## config.mk

```make
export PLATFORM = sky130hd
export DESIGN_NAME = jtframe_debug_sched
export DESIGN_NICKNAME = d
export VERILOG_FILES = /design/src/rtl/jtframe_debug_pkg.sv /design/src/rtl/jtframe_debug_nextsrc.sv /design/src/rtl/jtframe_debug_sched.sv
export SDC_FILE = /design/constraint.sdc
export NUM_CORES = 1
export LEC_CHECK = 0
export ABC_AREA = 1
export CAP_MARGIN = 5
export CORE_MARGIN = 3
export CORE_UTILIZATION = 44
export DETAILED_ROUTE_END_ITERATION = 12
export GPL_TIMING_DRIVEN = 0
export PLACE_DENSITY = 0.82
export SYNTH_ARGS = -nofsm -noshare
export SYNTH_HDL_FRONTEND = slang
export SYNTH_SLANG_ARGS = --single-unit
export TNS_END_PERCENT = 5
```

## constraint.sdc

```tcl
create_clock -name clk -period 2.7 [get_ports clk]
set_input_delay 0.27 -clock clk [delete_from_list [all_inputs] [get_ports clk]]
set_output_delay 0.27 -clock clk [all_outputs]
set_load 0.1 [all_outputs]
```

## src/rtl/jtframe_debug_pkg.sv

```systemverilog
// Shared constants for the debug overlay scheduler: mode encoding and source width.
package jtframe_debug_pkg;

  localparam int DBG_W = 8;

  typedef enum logic {
    ST_MANUAL = 1'b0,
    ST_AUTO   = 1'b1
  } state_e;

endpackage

```

## src/rtl/jtframe_debug_nextsrc.sv

```systemverilog
// Wrap-around priority search for the nearest valid debug source above (dir=0)
// or below (dir=1) the current index; the current index itself is tried last.
module jtframe_debug_nextsrc #(
  parameter int NSRC = 4,
  parameter int IDXW = 2
) (
  input  logic [IDXW-1:0] idx,
  input  logic [NSRC-1:0] src_valid,
  input  logic            dir,
  output logic [IDXW-1:0] found_idx,
  output logic            found
);

  int j;

  always_comb begin
    found     = 1'b0;
    found_idx = idx;
    j         = 0;
    for (int k = 1; k <= NSRC; k++) begin
      j = dir ? (int'(idx) + NSRC - k) % NSRC : (int'(idx) + k) % NSRC;
      if (!found && src_valid[j[IDXW-1:0]]) begin
        found     = 1'b1;
        found_idx = j[IDXW-1:0];
      end
    end
  end

endmodule

```

## src/rtl/jtframe_debug_sched.sv

```systemverilog
// Shares the 8-bit debug_view overlay channel between NSRC probes, stepping
// manually or every FRAMES frames. Optional `freeze` input via JTFRAME_DEBUG_FREEZE_EN.
module jtframe_debug_sched
  import jtframe_debug_pkg::*;
#(
  parameter int NSRC   = 4,
  parameter int IDXW   = 2,
  parameter int FRAMES = 60
) (
  input  logic                  clk,
  input  logic                  rst_n,
  input  logic                  lvbl,
  input  logic                  key_next,
  input  logic                  key_prev,
  input  logic                  key_auto,
`ifdef JTFRAME_DEBUG_FREEZE_EN
  input  logic                  freeze,
`endif
  input  logic [NSRC-1:0]       src_valid,
  input  logic [NSRC*DBG_W-1:0] src_data,
  output logic [DBG_W-1:0]      view_out,
  output logic [IDXW-1:0]       view_idx,
  output logic                  auto_on,
  output logic                  none_valid
);

  logic             next_q, prev_q, auto_q, lvbl_q;
  state_e           state_q;
  logic [IDXW-1:0]  idx_q, idx_d;
  logic [7:0]       cnt_q, cnt_d;
  logic [DBG_W-1:0] view_q, view_d;
  logic             none_q;
  logic             freeze_w;

`ifdef JTFRAME_DEBUG_FREEZE_EN
  assign freeze_w = freeze;
`else
  assign freeze_w = 1'b0;
`endif

  logic            ev_next, ev_prev, ev_auto, ev_vb;
  logic            man_next, man_prev, man_any;
  logic            none_w, cnt_wrap, auto_step, inval_step, in_auto;
  logic [IDXW-1:0] nxt_idx, prv_idx;
  logic            nxt_found, prv_found;

  assign ev_next    = key_next & ~next_q;
  assign ev_prev    = key_prev & ~prev_q;
  assign ev_auto    = key_auto & ~auto_q;
  assign ev_vb      = ~lvbl & lvbl_q;
  // Simultaneous next and prev cancel each other out
  assign man_next   = ev_next & ~ev_prev;
  assign man_prev   = ev_prev & ~ev_next;
  assign man_any    = man_next | man_prev;
  assign none_w     = ~|src_valid;
  assign in_auto    = (state_q == ST_AUTO);
  assign cnt_wrap   = (cnt_q == 8'(FRAMES - 1));
  assign auto_step  = in_auto & ev_vb & ~freeze_w & cnt_wrap;
  assign inval_step = ev_vb & ~src_valid[idx_q];

  jtframe_debug_nextsrc #(.NSRC(NSRC), .IDXW(IDXW)) u_next (
    .idx(idx_q), .src_valid(src_valid), .dir(1'b0),
    .found_idx(nxt_idx), .found(nxt_found)
  );

  jtframe_debug_nextsrc #(.NSRC(NSRC), .IDXW(IDXW)) u_prev (
    .idx(idx_q), .src_valid(src_valid), .dir(1'b1),
    .found_idx(prv_idx), .found(prv_found)
  );

  always_comb begin
    idx_d  = idx_q;
    cnt_d  = cnt_q;
    view_d = view_q;
    // A manual key always wins over an automatic or invalid-source step
    if (man_next) begin
      if (nxt_found) idx_d = nxt_idx;
    end else if (man_prev) begin
      if (prv_found) idx_d = prv_idx;
    end else if ((auto_step | inval_step) && nxt_found) begin
      idx_d = nxt_idx;
    end
    if (ev_auto || (in_auto && man_any)) begin
      cnt_d = 8'd0;
    end else if (in_auto && ev_vb && !freeze_w) begin
      cnt_d = cnt_wrap ? 8'd0 : cnt_q + 8'd1;
    end
    if (ev_vb && !freeze_w) begin
      view_d = none_w ? '0 : src_data[int'(idx_q)*DBG_W +: DBG_W];
    end
  end

  always_ff @(posedge clk or negedge rst_n) begin
    if (!rst_n) begin
      next_q  <= 1'b0;
      prev_q  <= 1'b0;
      auto_q  <= 1'b0;
      lvbl_q  <= 1'b0;
      state_q <= ST_MANUAL;
      idx_q   <= '0;
      cnt_q   <= 8'd0;
      view_q  <= '0;
      none_q  <= 1'b0;
    end else begin
      next_q  <= key_next;
      prev_q  <= key_prev;
      auto_q  <= key_auto;
      lvbl_q  <= lvbl;
      if (ev_auto) state_q <= in_auto ? ST_MANUAL : ST_AUTO;
      idx_q   <= idx_d;
      cnt_q   <= cnt_d;
      view_q  <= view_d;
      none_q  <= none_w;
    end
  end

  assign view_out   = view_q;
  assign view_idx   = idx_q;
  assign auto_on    = (state_q == ST_AUTO);
  assign none_valid = none_q;

endmodule

```

# After elaboration in Yosys (flattened, before gate mapping)
# Index checks and enable logic that the tools add are counted.
[classes]
add_sub_neg = 9
n_lt_le_gt_ge = 9
n_eq_ne = 4
shifts = 1
mux = 44
bitwise_logic = 18
n_reduce_logical = 21
[ops]
columns = ["cell", "count"]
rows = [
  ["8-bit two-way mux", 4],
  ["32-bit by 6-bit variable part select with 8-bit output", 1],
  ["2-bit by 3-bit < comparator with 1-bit output, second input constant", 9],
  ["2-bit two-way mux", 13],
  ["1-bit binary-select mux with 2-bit select", 9],
  ["1-bit two-way mux", 18],
  ["1-bit AND", 9],
  ["1-bit logical AND", 9],
  ["8-bit by 1-bit adder with 8-bit output, second input constant", 1],
  ["8-bit by 6-bit equality test with 1-bit output, second input constant", 1],
  ["1-bit zero test", 7],
  ["1-bit inverter", 7],
  ["6-bit by 2-bit != test with 1-bit output, second input constant", 1],
  ["2-bit by 1-bit subtractor with 2-bit output, second input constant", 3],
  ["2-bit by 1-bit adder with 2-bit output, second input constant", 2],
  ["2-bit adder, second input constant", 2],
  ["4-bit AND reduction", 1],
  ["4-bit OR reduction", 1],
  ["3-bit by 2-bit != test with 1-bit output, second input constant", 1],
  ["3-bit nonzero test", 1],
  ["2-bit by 1-bit != test with 1-bit output, second input constant", 1],
  ["1-bit OR", 2],
  ["2-bit nonzero test", 1],
  ["2-bit subtractor, second input constant", 1],
  ["1-bit logical OR", 1],
]
[word_totals]
regBits = 24
inputBits = 42
output_inout_bits = 12
word_cells = 115

# Logic depth before layout (Yosys ltp)
[logic_depth]
ltp_word = 17
depth_mapped = 13
depth_no_buf = 13

# By module
# Synthesis repeated with hierarchy kept, for this count alone.
[hier_totals]
cells_unflattened = 299
hier_area_um2 = 2029.4
[by_module_without_submodules]
columns = ["module", "n_inst", "cells_per_inst", "area_per_inst_um2", "seq_area_each_um2"]
rows = [
  ["jtframe_debug_sched", 1, 196, 1500.2, 600.6],
  ["jtframe_debug_nextsrc (u_next)", 1, 53, 266.5, 0.0],
  ["jtframe_debug_nextsrc (u_prev)", 1, 50, 262.8, 0.0],
]

# Worst setup path before layout
# No wires, ideal clock.
[synth_path]
path_kind = "flip-flop to flip-flop"
from = "reg idx_q[0] (netlist: view_idx[0])"
to = "reg idx_q[1] (netlist: view_idx[1])"
setup_ns = 0.116
arrival_time_ns = 1.888
required_ns = 2.584
setup_slack_ns = 0.696
stages_incl_launch_ff = 12
n_path_buf = 2
period_less_slack_ns = 2.004
path_cell_list = "dfrtp_1 -> buf_6 -> buf_6 -> nand2_1 -> nand3_1 -> nand2_2 -> nor2_2 -> nand3_2 -> nand2_2 -> nor2_1 -> nand2_1 -> nand2_1"
[synth_between]
elab_chain_len = 17
word_cells_on_any_way = 68
classes_between = "8 x add/sub; 3 x eq/ne; 39 x mux; 3 x bitwise; 15 x reduce/logical"
[synth_rtl]
columns = ["element", "line", "text"]
rows = [
  ["start: declaration", "jtframe_debug_sched.sv:29", "logic [IDXW-1:0] idx_q, idx_d;"],
  ["start signal: assignment", "jtframe_debug_sched.sv:110", "idx_q <= idx_d;"],
  ["2-bit by 1-bit adder with 2-bit output", "jtframe_debug_nextsrc.sv:21", "j = dir ? (int'(idx) + NSRC - k) % NSRC : (int'(idx) + k) % NSRC;"],
  ["2-bit by 1-bit subtractor with 2-bit output", "jtframe_debug_nextsrc.sv:21", ""],
  ["1-bit binary-select mux with 2-bit select", "jtframe_debug_nextsrc.sv:22", "if (!found && src_valid[j[IDXW-1:0]]) begin"],
  ["1-bit two-way mux (implied by the code)", "jtframe_debug_nextsrc.sv:22", ""],
  ["1-bit two-way mux", "jtframe_debug_nextsrc.sv:22", ""],
  ["1-bit zero test", "jtframe_debug_nextsrc.sv:22", ""],
  ["1-bit logical AND", "jtframe_debug_nextsrc.sv:22", ""],
  ["1-bit two-way mux", "jtframe_debug_nextsrc.sv:22", ""],
  ["1-bit zero test", "jtframe_debug_nextsrc.sv:22", ""],
  ["1-bit logical AND", "jtframe_debug_nextsrc.sv:22", ""],
  ["1-bit two-way mux", "jtframe_debug_nextsrc.sv:22", ""],
  ["1-bit zero test", "jtframe_debug_nextsrc.sv:22", ""],
  ["1-bit logical AND", "jtframe_debug_nextsrc.sv:22", ""],
  ["2-bit two-way mux", "jtframe_debug_nextsrc.sv:22", ""],
  ["2-bit two-way mux", "jtframe_debug_sched.sv:79", "if (prv_found) idx_d = prv_idx;"],
  ["2-bit two-way mux", "jtframe_debug_sched.sv:78", "end else if (man_prev) begin"],
  ["2-bit two-way mux", "jtframe_debug_sched.sv:76", "if (man_next) begin"],
]
# Several ways; a longest one is shown, not always the timed one. The select of a mux whose other input is x is not followed.
# A chain may end at the register's enable or synchronous reset.

# Worst setup path after layout
[layout_path]
from = "reg idx_q[1] (netlist: view_idx[1])"
to = "out view_idx[1]"
[layout_lines]
columns = ["element", "line", "text"]
rows = [
  ["end: declaration", "jtframe_debug_sched.sv:22", "output logic [IDXW-1:0] view_idx,"],
]
# No word-level cell between the ends.

==> results_dict.tcl <==
set metrics [dict create \
    slew_violations 0 \
    grt_pass1_vias 1707 \
    vias 1826 \
    setup_violations 0 \
    synth.cell_area_um2 1680 \
    dpl.hpwl_mm 3.44 \
    grt_overflow 0 \
    leakage_nw 1.14 \
    worst_pin_slew_ns 1.06 \
    core_area_um2 3490 \
    hold_viol 0 \
    multi_input_area_um2 916 \
    clockBufferDepth 2 \
    synthArstFlopShare_pct 100 \
    tns_ns 0 \
    cts_sinks 24 \
    power_mw 2.57 \
    dieHeight_um 67.8 \
    critical_path_buf_inv_count 1 \
    path_cells "clkdlybuf4s50_1" \
    cp.required_ns 2.43 \
    post_cts_resized 0 \
    gr-usage-met2_pct 37.2 \
    fin_nets 359 \
    cp_slowest_cell "clkdlybuf4s50_1" \
    postCtsHoldBufs 0 \
    use_met1_pct 30.2 \
    cp_max_fo 7 \
    mostFrequentLayoutCells "nand2_1, clkdlybuf4s50_1, nor2_1, dfrtp_1, nand3_1" \
    numPortBuffers 53 \
    skew_ns 0.00689 \
    wl_per_cell_um 12.7 \
    viasPerCell 5.09 \
    syn_nets 301 \
    power_density_nw_per_um2 1110 \
    slowest_delay_ns 1.17 \
    yosys.area.top_type "dfrtp_1" \
    antenna_left 0 \
    die_area_um2 4590 \
    nFillCells 323 \
    wl_mm 4.57 \
    num_antenna_cells 0 \
    num_rows 21 \
    drc_errors 0 \
    start_util_pct 48.0 \
    grt_util_all_layers_pct 22.0 \
    ys_types 25 \
    cap_viol_max_count 0 \
    synth-edff-count 0 \
    grtUsageMet3_pct 2.50 \
    fmaxAchievable_ghz 0.460 \
    clock-root-buffer "clkbuf_8" \
    seqCellArea_um2 601 \
    min_period_ns 2.17 \
    timing.hold.ws_ns 0.466 \
    antenna_found_initial 0 \
    syn_inst 256 \
    ys_ff_latch 24 \
    firstDrtPassIters 4 \
    ys_seq_area_share_pct 35.8 \
    ys.flop_type "dfrtp_1" \
    clkTransAtPathRegs_ns 0.08 \
    dieWidth_um 67.8 \
    peakVddDrop_mv 0.910 \
    arrival_ns 1.90 \
    yosysWarnings 0 \
    cts_made_buffers 3 \
    grt_pass1_wl_mm 7.74 \
    gr-max-usage-layer "met2" \
    gp_congestion 0.772 \
    postLayoutCoreUtil_pct 66.4 \
    clk_latency_ns 0.26 \
    area_growth_pct 38.3 \
    slew_headroom_pct 29.3 \
    rsz0062_at_grt "no" \
    critPathTopFamily "buffers and inverters" \
    hp-class "input port to flop" \
    design.portCount 54 \
    avgSynthCellArea_um2 6.55 \
    crit_type "flop to output pin" \
    fin_cells 359 \
    status "complete, no violations" \
    final_common_cell "nand2_1" \
    cts_tree "yes" \
    fin_crit_sh_pct 80.5 \
    cp-end-kind "output pin" \
    drt_iter0_drc 110 \
    drive_above_1_share_pct 7.35 \
    htree_levels 1 \
    grt_max_degree 25 \
    post_cts_buffers 0 \
    dpl.cell_count 355 \
    synth_top_area_share_pct 35.8 \
    critPathLaunchType "flop" \
    synth_area_leaders "dfrtp_1, nand2_1, nor2_1, nand3_1, o21ai_0" \
]
==> sequential cells by signal (all words and copies together), names as in the netlist <==
| name | flops |
|---|---|
| lvbl_q | 1 |
| prev_q | 1 |
| next_q | 1 |
| auto_on | 1 |
| auto_q | 1 |
| view_out | 8 |
| cnt_q | 8 |
| none_valid | 1 |
| view_idx | 2 |
==> cell usage after synthesis, types with 3 or more instances <==
master and instances:
a21oi_1 6, buf_2 3, buf_6 3, dfrtp_1 24, ha_1 3, inv_1 22, inv_2 3, nand2_1 88
nand2_2 4, nand3_1 23, nor2_1 31, o21ai_0 18, o22ai_1 12, xor2_1 3
==> worst reg2reg max path, stage by stage (launching register included) <==
cell	delay (ns)
dfrtp_1	0.36
nor2_1	0.15
inv_1	0.06
ha_1	0.29
or2_1	0.26
nand2_1	0.11
nor2_4	0.07
inv_2	0.12
and3_1	0.20
nand2_1	0.06
nand2_1	0.05
nand2_1	0.04
inv_1	0.04
==> metal layers <==
layer | share of wire (%) | vias to the layer above
met5 | 0 | -
met4 | 1.2 | 0
met3 | 4.1 | 6
met2 | 49 | 49
met1 | 45 | 835
li1 | - | 936
==> layout make-up <==
type	instances	area share [%]
multi-input combinational	198	39.5
sequential	24	25.9
timing repair buffer	53	22.9
inverter	27	4.69
tap	46	2.48
clock buffer	4	2.37
buffer	7	2.26
==> through the flow <==
step | worst slack (ns) | area, um2
after floorplan | 0.696 | 1680
after global placement | 0.483 | 2270
after detailed placement | 0.457 | 2270
after CTS | 0.530 | 2320
final | 0.526 | 2320
after global routing | 0.456 | 2320
==> power breakdown <==
| part | internal (mW) | switching [mW] |
|---|---|---|
| registers | 0.462 | 0.0803 |
| logic | 0.520 | 1.27 |
| clock network | 0.130 | 0.108 |
| total | 1.11 | 1.45 |
==> path summary, 6_finish.rpt <==
path,startpoint,to,slack [ns],depth (start not counted)
max in group asynchronous,rst_n,cnt_q[2],1.48,1
setup reg to reg,next_q,cnt_q[5],0.84,12
hold / removal,lvbl,lvbl_q,0.47,1
hold reg to reg,view_out[6],view_out[6],0.49,2
setup / recovery,view_idx[1],view_idx[1],0.53,1
min in group asynchronous,rst_n,view_idx[0],0.57,1
==> logic make-up (layout without fill, tap and decap cells) <==
family	count (synthesis)	count (layout)	synth area share [%]
and+or+nand+nor	156	156	39.1
AOI/OAI and AO/OA	36	36	11.6
buffers and inverters	34	91	9.62
DFF	24	24	35.8
adders and majority gates	3	3	2.24
xor gates and xnor gates	3	3	1.57
No activity file was read; power rests on OpenSTA's default activity.
